<file path="src/rtl/dpram_fifo_ctrl.sv">
// ---------------------------------------------------------------------------
// dpram_fifo_ctrl
//   Synchronous FIFO controller for an external dual-port RAM. Owns the read
//   and write pointers, derives occupancy and status flags from them, and
//   drives the RAM write and read ports directly.
//
// Ports
//   clk, rst          clock; asynchronous active-low reset
//   clr               synchronous flush, wins over push/pop
//   push, push_data   producer write request and data
//   pop               consumer read request
//   pop_data          read data (RAM rd_data passed through)
//   pop_valid         pop_data valid, one cycle after an accepted pop
//   full, empty, almost_full, almost_empty, count   status
//   overflow, underflow   one-cycle pulses for rejected push/pop
//   wr_en, wr_addr, wr_data   RAM write port
//   rd_en, rd_addr, rd_data   RAM read port (rd_data valid 1 cycle after rd_en)
// ---------------------------------------------------------------------------
module dpram_fifo_ctrl #(
    parameter int ADDR_WIDTH    = 4,
    parameter int DATA_WIDTH    = 8,
    parameter int AFULL_THRESH  = 12,
    parameter int AEMPTY_THRESH = 2
) (
    input  logic                  clk,
    input  logic                  rst,
    input  logic                  clr,
    input  logic                  push,
    input  logic [DATA_WIDTH-1:0] push_data,
    input  logic                  pop,
    output logic [DATA_WIDTH-1:0] pop_data,
    output logic                  pop_valid,
    output logic                  full,
    output logic                  empty,
    output logic                  almost_full,
    output logic                  almost_empty,
    output logic [ADDR_WIDTH:0]   count,
    output logic                  overflow,
    output logic                  underflow,
    output logic                  wr_en,
    output logic [ADDR_WIDTH-1:0] wr_addr,
    output logic [DATA_WIDTH-1:0] wr_data,
    output logic                  rd_en,
    output logic [ADDR_WIDTH-1:0] rd_addr,
    input  logic [DATA_WIDTH-1:0] rd_data
);

    localparam int PW    = ADDR_WIDTH + 1;
    localparam int DEPTH = 1 << ADDR_WIDTH;
    localparam logic [PW-1:0] AF_TH = PW'(AFULL_THRESH);
    localparam logic [PW-1:0] AE_TH = PW'(AEMPTY_THRESH);

    if (AEMPTY_THRESH < 0 || AEMPTY_THRESH >= AFULL_THRESH || AFULL_THRESH > DEPTH) begin : g_bad_params
        $error("dpram_fifo_ctrl: need 0 <= AEMPTY_THRESH < AFULL_THRESH <= DEPTH");
    end

    logic [PW-1:0] wptr_q, wptr_d;
    logic [PW-1:0] rptr_q, rptr_d;
    logic          pop_valid_q, pop_valid_d;
    logic          ovf_q, ovf_d;
    logic          unf_q, unf_d;
    logic          push_acc, pop_acc;

    // Flags come straight from the registered pointers; the extra MSB
    // distinguishes full from empty when the low bits match.
    assign full         = (wptr_q[ADDR_WIDTH] != rptr_q[ADDR_WIDTH]) &&
                          (wptr_q[ADDR_WIDTH-1:0] == rptr_q[ADDR_WIDTH-1:0]);
    assign empty        = (wptr_q == rptr_q);
    assign count        = wptr_q - rptr_q;
    assign almost_full  = (count >= AF_TH);
    assign almost_empty = (count <= AE_TH);

    // Gating with rst keeps the RAM idle while reset is held, since the reset
    // pointers alone would otherwise allow a push.
    assign push_acc = push & ~full  & ~clr & rst;
    assign pop_acc  = pop  & ~empty & ~clr & rst;

    assign wr_en    = push_acc;
    assign wr_addr  = wptr_q[ADDR_WIDTH-1:0];
    assign wr_data  = push_data;
    assign rd_en    = pop_acc;
    assign rd_addr  = rptr_q[ADDR_WIDTH-1:0];

    assign pop_data  = rd_data;
    assign pop_valid = pop_valid_q;
    assign overflow  = ovf_q;
    assign underflow = unf_q;

    always_comb begin
        wptr_d      = wptr_q + PW'(push_acc);
        rptr_d      = rptr_q + PW'(pop_acc);
        pop_valid_d = pop_acc;
        ovf_d       = push & full  & ~clr;
        unf_d       = pop  & empty & ~clr;
        if (clr) begin
            wptr_d = '0;
            rptr_d = '0;
        end
    end

    always_ff @(posedge clk or negedge rst) begin
        if (!rst) begin
            wptr_q      <= '0;
            rptr_q      <= '0;
            pop_valid_q <= 1'b0;
            ovf_q       <= 1'b0;
            unf_q       <= 1'b0;
        end else begin
            wptr_q      <= wptr_d;
            rptr_q      <= rptr_d;
            pop_valid_q <= pop_valid_d;
            ovf_q       <= ovf_d;
            unf_q       <= unf_d;
        end
    end

endmodule

</file>
<file path="config.mk">
export PLATFORM = sky130hd
export DESIGN_NAME = dpram_fifo_ctrl
export DESIGN_NICKNAME = d
export VERILOG_FILES = /design/src/rtl/dpram_fifo_ctrl.sv
export SDC_FILE = /design/constraint.sdc
export NUM_CORES = 1
export LEC_CHECK = 0
export BUFFER_PORTS_ARGS = -buffer_cell sky130_fd_sc_hd__buf_2
export CORE_MARGIN = 1
export CORE_UTILIZATION = 43
export CTS_BUF_LIST = sky130_fd_sc_hd__clkbuf_4
export DETAILED_ROUTE_END_ITERATION = 7
export PLACE_DENSITY = 0.81
export SLEW_MARGIN = 0
export SYNTH_ARGS = -nofsm -noshare
export SYNTH_HDL_FRONTEND = slang
export SYNTH_SLANG_ARGS = --single-unit
</file>
<file path="constraint.sdc">
create_clock -name clk -period 3.1 [get_ports clk]
set_clock_uncertainty 0.1 [all_clocks]
set_input_delay 0.465 -clock clk [delete_from_list [all_inputs] [get_ports clk]]
set_output_delay 0.465 -clock clk [all_outputs]
set_load 0.02 [all_outputs]
</file>
=== Word-level counts from Yosys, hierarchy flattened ===
Index checks and enable logic that the tools add are counted.

* Word-level logic and storage cells: 29
* Flip-flop bits (word level): 13
* Output and inout bits: 38
* Bits of input ports: 21

* Mux-type cells: 2
* Magnitude comparators: 2
* Reductions and logical operators: 1
* Add/sub/neg operators: 3
* Eq/ne operators: 3
* Bitwise operators: 13

{| class="wikitable"
|+ Operator list
! operator !! number
|-
| $add A5 B1 Y5 || 2
|-
| $and A1 B1 Y1 || 10
|-
| $mux W5 || 2
|-
| $eq A5 B5 Y1 || 1
|-
| $ge A5 B4 Y1 const B || 1
|-
| $le A5 B2 Y1 const B || 1
|-
| $sub A5 B5 Y5 || 1
|-
| $eq A4 B4 Y1 || 1
|-
| $not A1 Y1 || 3
|-
| $logic_and A1 B1 Y1 || 1
|-
| $ne A1 B1 Y1 || 1
|}

=== Longest topological paths before layout ===
* Depth in word-level cells: 8
* Depth in mapped cells: 10
* Depth with buffers taken out: 10

=== Least setup slack after synthesis ===
No wires, ideal clock.

* Path type: reg2out
* From: register wptr_q[0]
* To: output almost_empty
* Setup slack: 0.352 ns
* Buffers on the path: 0
* Cell stages (with the launch flop): 9
* Required time: 2.535 ns
* Arrival time: 2.183 ns
* Cells stage by stage: dfrtp_1 inv_1 ha_1 inv_1 fa_1 a21o_1 a21oi_2 xnor2_1 a2111oi_2

* Cells in the longest elaborated chain, start to end: 2

{| class="wikitable"
|+ RTL lines
! what !! line !! text
|-
| from (decl) || 57 || <nowiki>logic [PW-1:0] wptr_q, wptr_d;</nowiki>
|-
| from (signal assigned) || 109 || <nowiki>wptr_q <= wptr_d;</nowiki>
|-
| $sub A5 B5 Y5 || 69 || <nowiki>assign count = wptr_q - rptr_q;</nowiki>
|-
| named net count[4] || 37 || <nowiki>output logic [ADDR_WIDTH:0] count,</nowiki>
|-
| $le A5 B2 Y1 || 71 || <nowiki>assign almost_empty = (count <= AE_TH);</nowiki>
|-
| to (decl) || 36 || <nowiki>output logic almost_empty,</nowiki>
|}

The timed path passes the listed nets, and every way through them passes these cells.

=== Final worst setup path ===
* From: register wptr_q[0]
* To: output almost_empty

* Cells in the longest elaborated chain, start to end: 2

{| class="wikitable"
|+ RTL lines
! what !! line
|-
| $sub A5 B5 Y5 || 69
|-
| $le A5 B2 Y1 || 71
|}

No other way between the ends.

==> flow_metrics.py <==
metrics = {
    "outcome": {
        "status": "completed",
    },
    "synth": {
        "syn_area_um2": 929.6,
        "synth_ff_type": "dfrtp_1",
        "synth_seq_cells": 13,
        "netlist-cell-type-count": 20,
        "syn-num-nets": 124,
        "synth_warnings": 0,
        "synth_seq_area_share": 0.3499,
        "synth.avg_cell_area_um2": 9.890,
        "async_reset_ff_frac": 1.000,
        "synth-edff-count": 0,
        "synth_cells": 94,
    },
    "hold_path": {
        "worstHoldStart": "pop",
        "min_path_type": "in -> reg",
    },
    "grt": {
        "grt_usage": 0.1505,
        "grt_pass1_wl_mm": 2.642,
        "grt_pass1_vias": 586,
        "grt_max_degree": 16,
        "grt_overflow": 0,
        "antenna_found_initial": 0,
    },
    "critical_path": {
        "reg2reg_from": "rptr_q[2]$_DFF_PN0_",
        "startpoint": "wptr_q[0]$_DFF_PN0_",
        "crit_required_ns": 2.53,
        "cp-end-kind": "primary output",
        "startpoint_type": "flip-flop",
        "cp_max_fo": 3,
        "cp.arrival_ns": 2.24,
        "criticalPathCategory": "reg -> out",
    },
    "timing": {
        "fin_crit_sh": 0.9064,
        "tightest_slew_ns": 0.3372,
        "hold_viol": 0,
        "grt_setup_unrepaired": "no",
        "setup_violations": 0,
        "final.setup.tns_ns": 0,
        "fmax_mhz": 355.9,
        "relSlewSlack": 0.7736,
        "min_period_ns": 2.810,
        "drv_slew": 0,
    },
    "floorplan": {
        "die_w_um": 48.50,
        "placementRows": 16,
        "die_h_um": 48.50,
        "ioPinCount": 59,
        "design.die.area_mm2": 0.002352,
        "core_region_area_mm2": 0.002002,
        "initial_core_util": 0.4644,
    },
    "clock_tree": {
        "cts_tree": "built",
        "post-cts-setup-buffers": 0,
        "cts_resized": 0,
        "path_clk_slew_ns": 0.07,
        "cts_sinks": 13,
        "cts_made_buffers": 3,
        "h-tree-depth": 1,
        "cts.path.max_buffers": 2,
        "clock-root-buffer": "clkbuf_4",
        "insertion_delay_ns": 0.27,
    },
    "layout": {
        "final_cells": 127,
        "fillers": 204,
        "final_nets": 131,
        "area_delta_synth_final_pct": 2.153,
        "drive_above_1_share": 0.3200,
        "diodes": 0,
    },
    "routing": {
        "wl_per_cell_um": 12.24,
        "ant_nets": 0,
        "drt-initial-drc-count": 13,
        "num_vias": 614,
        "drt_pass1_iterations": 4,
        "routed_wl_mm": 1.555,
        "drc": 0,
        "vias_per_cell": 4.835,
    },
    "placement": {
        "dp_hpwl_mm": 1.201,
        "dpl.cell_count": 122,
        "place.gp.congestion": 0.7996,
        "numPortBuffers": 26,
    },
    "power_and_ir_drop": {
        "leakage_nw": 0.5408,
        "peakVddDrop_uv": 174.9,
        "p_per_area_mw_per_mm2": 345.5,
    },
    "flow_run": {
        "cap_violations": 0,
    },
}
==> cells in the final DEF, fill, tap and decap left out, types with 2 or more instances in the layout <==
cell type / n
nor2_1: 6
nor3b_1: 2
ha_1: 8
buf_2: 26
nand3_1: 4
xnor2_1: 5
and4b_1: 2
xor2_1: 6
nand2_1: 3
nor2b_1: 4
clkbuf_4: 4
inv_1: 8
dfrtp_1: 13
a21o_1: 2
==> metrics by stage <==
stage	util	hold WS [ns]	area [um^2]	setup WS [ns]	power, W
2_1_floorplan	-	0.06941	929.6	0.3517	0.0002332
3_3_place_gp	0.4544	0.2701	909.6	0.5489	0.0002171
3_5_place_dp	0.4544	0.2754	909.6	0.4613	0.0002180
4_1_cts	0.4744	0.3346	949.7	0.1419	0.0003350
5_1_grt	0.4744	0.3483	949.7	0.1057	0.0003444
6_report	0.4744	0.3500	949.7	0.2901	0.0003281
==> synthesized netlist by cell type (all sizes together), types with 2 or more instances <==
cell,number,share of area
a21o,2,0.016
a21oi,2,0.015
and4b,2,0.022
buf,24,0.19
dfrtp,13,0.35
ha,8,0.11
inv,8,0.032
nand2,3,0.012
nand3,4,0.022
nor2,6,0.024
nor2b,4,0.027
nor3b,2,0.016
xnor2,5,0.047
xor2,6,0.057
==> path summary, 6_finish.rpt <==
kind,slack [ns],cells after the start,endpoint
max,0.29,9,almost_empty
min,0.35,2,underflow$_DFF_PN0_
max reg2reg,0.72,10,rptr_q[4]$_DFF_PN0_
min reg2reg,0.52,2,rptr_q[4]$_DFF_PN0_
max in group asynchronous,2.16,2,rptr_q[1]$_DFF_PN0_
min in group asynchronous,0.51,2,overflow$_DFF_PN0_
==> what timing repair did <==
item / 4_1_cts / 5_1_grt
setup endpoints to repair: 0 / 1
hold buffers: 1 / 0
hold endpoints to repair: 13 / 0
==> flip-flops by register name (all words and copies together) (netlist names) <==
name       cells
rptr_q         5
wptr_q         5
overflow       1
pop_valid      1
underflow      1
==> worst max-delay path, cell delays in order, from the launching register on <==
cell and delay [ns]:
dfrtp_1 0.40, inv_1 0.06, ha_1 0.16, inv_1 0.05
fa_1 0.40, a21o_1 0.21, a21oi_2 0.14, xnor2_1 0.13
a2111oi_2 0.21, buf_2 0.21
==> power by group <==
part / internal [W] / switching [W] / total (W)
clock network: 0.0000587 / 0.0000540 / 0.000113
logic: 0.0000151 / 0.0000273 / 0.0000424
registers: 0.000172 / 0.00000134 / 0.000173
total: 0.000245 / 0.0000826 / 0.000328
==> cell type report <==
cell class | instances | area, um^2 | area share
multi-input cells | 48 | 390.4 | 0.4111
repair buffers | 27 | 140.1 | 0.1476
clock buffers | 4 | 30.03 | 0.03162
well taps | 27 | 33.78 | 0.03557
inverters | 8 | 30.03 | 0.03162
flip-flops and latches | 13 | 325.3 | 0.3426
==> logic make-up (layout without fill, tap and decap cells) <==
family | Yosys count | after routing | synth area share
AOI/OAI and AO/OA | 5 | 5 | 0.04709
DFF | 13 | 13 | 0.3499
adders and majority gates | 9 | 9 | 0.1292
buffers and inverters | 33 | 39 | 0.2301
xor gates and xnor gates | 11 | 11 | 0.1036
and+or+nand+nor | 23 | 23 | 0.1400
==> per-layer routing <==
| layer | vias up | global-route usage | wire [um] |
|---|---|---|---|
| met2 | 32 | 0.2042 | 665 |
| li1 | 294 | - | - |
| met4 | 0 | 0.1716 | 66 |
| met3 | 10 | 0.02516 | 144 |
| met5 | - | 0 | 0 |
| met1 | 278 | 0.1888 | 678 |
Power figures use the tool's default switching activity.
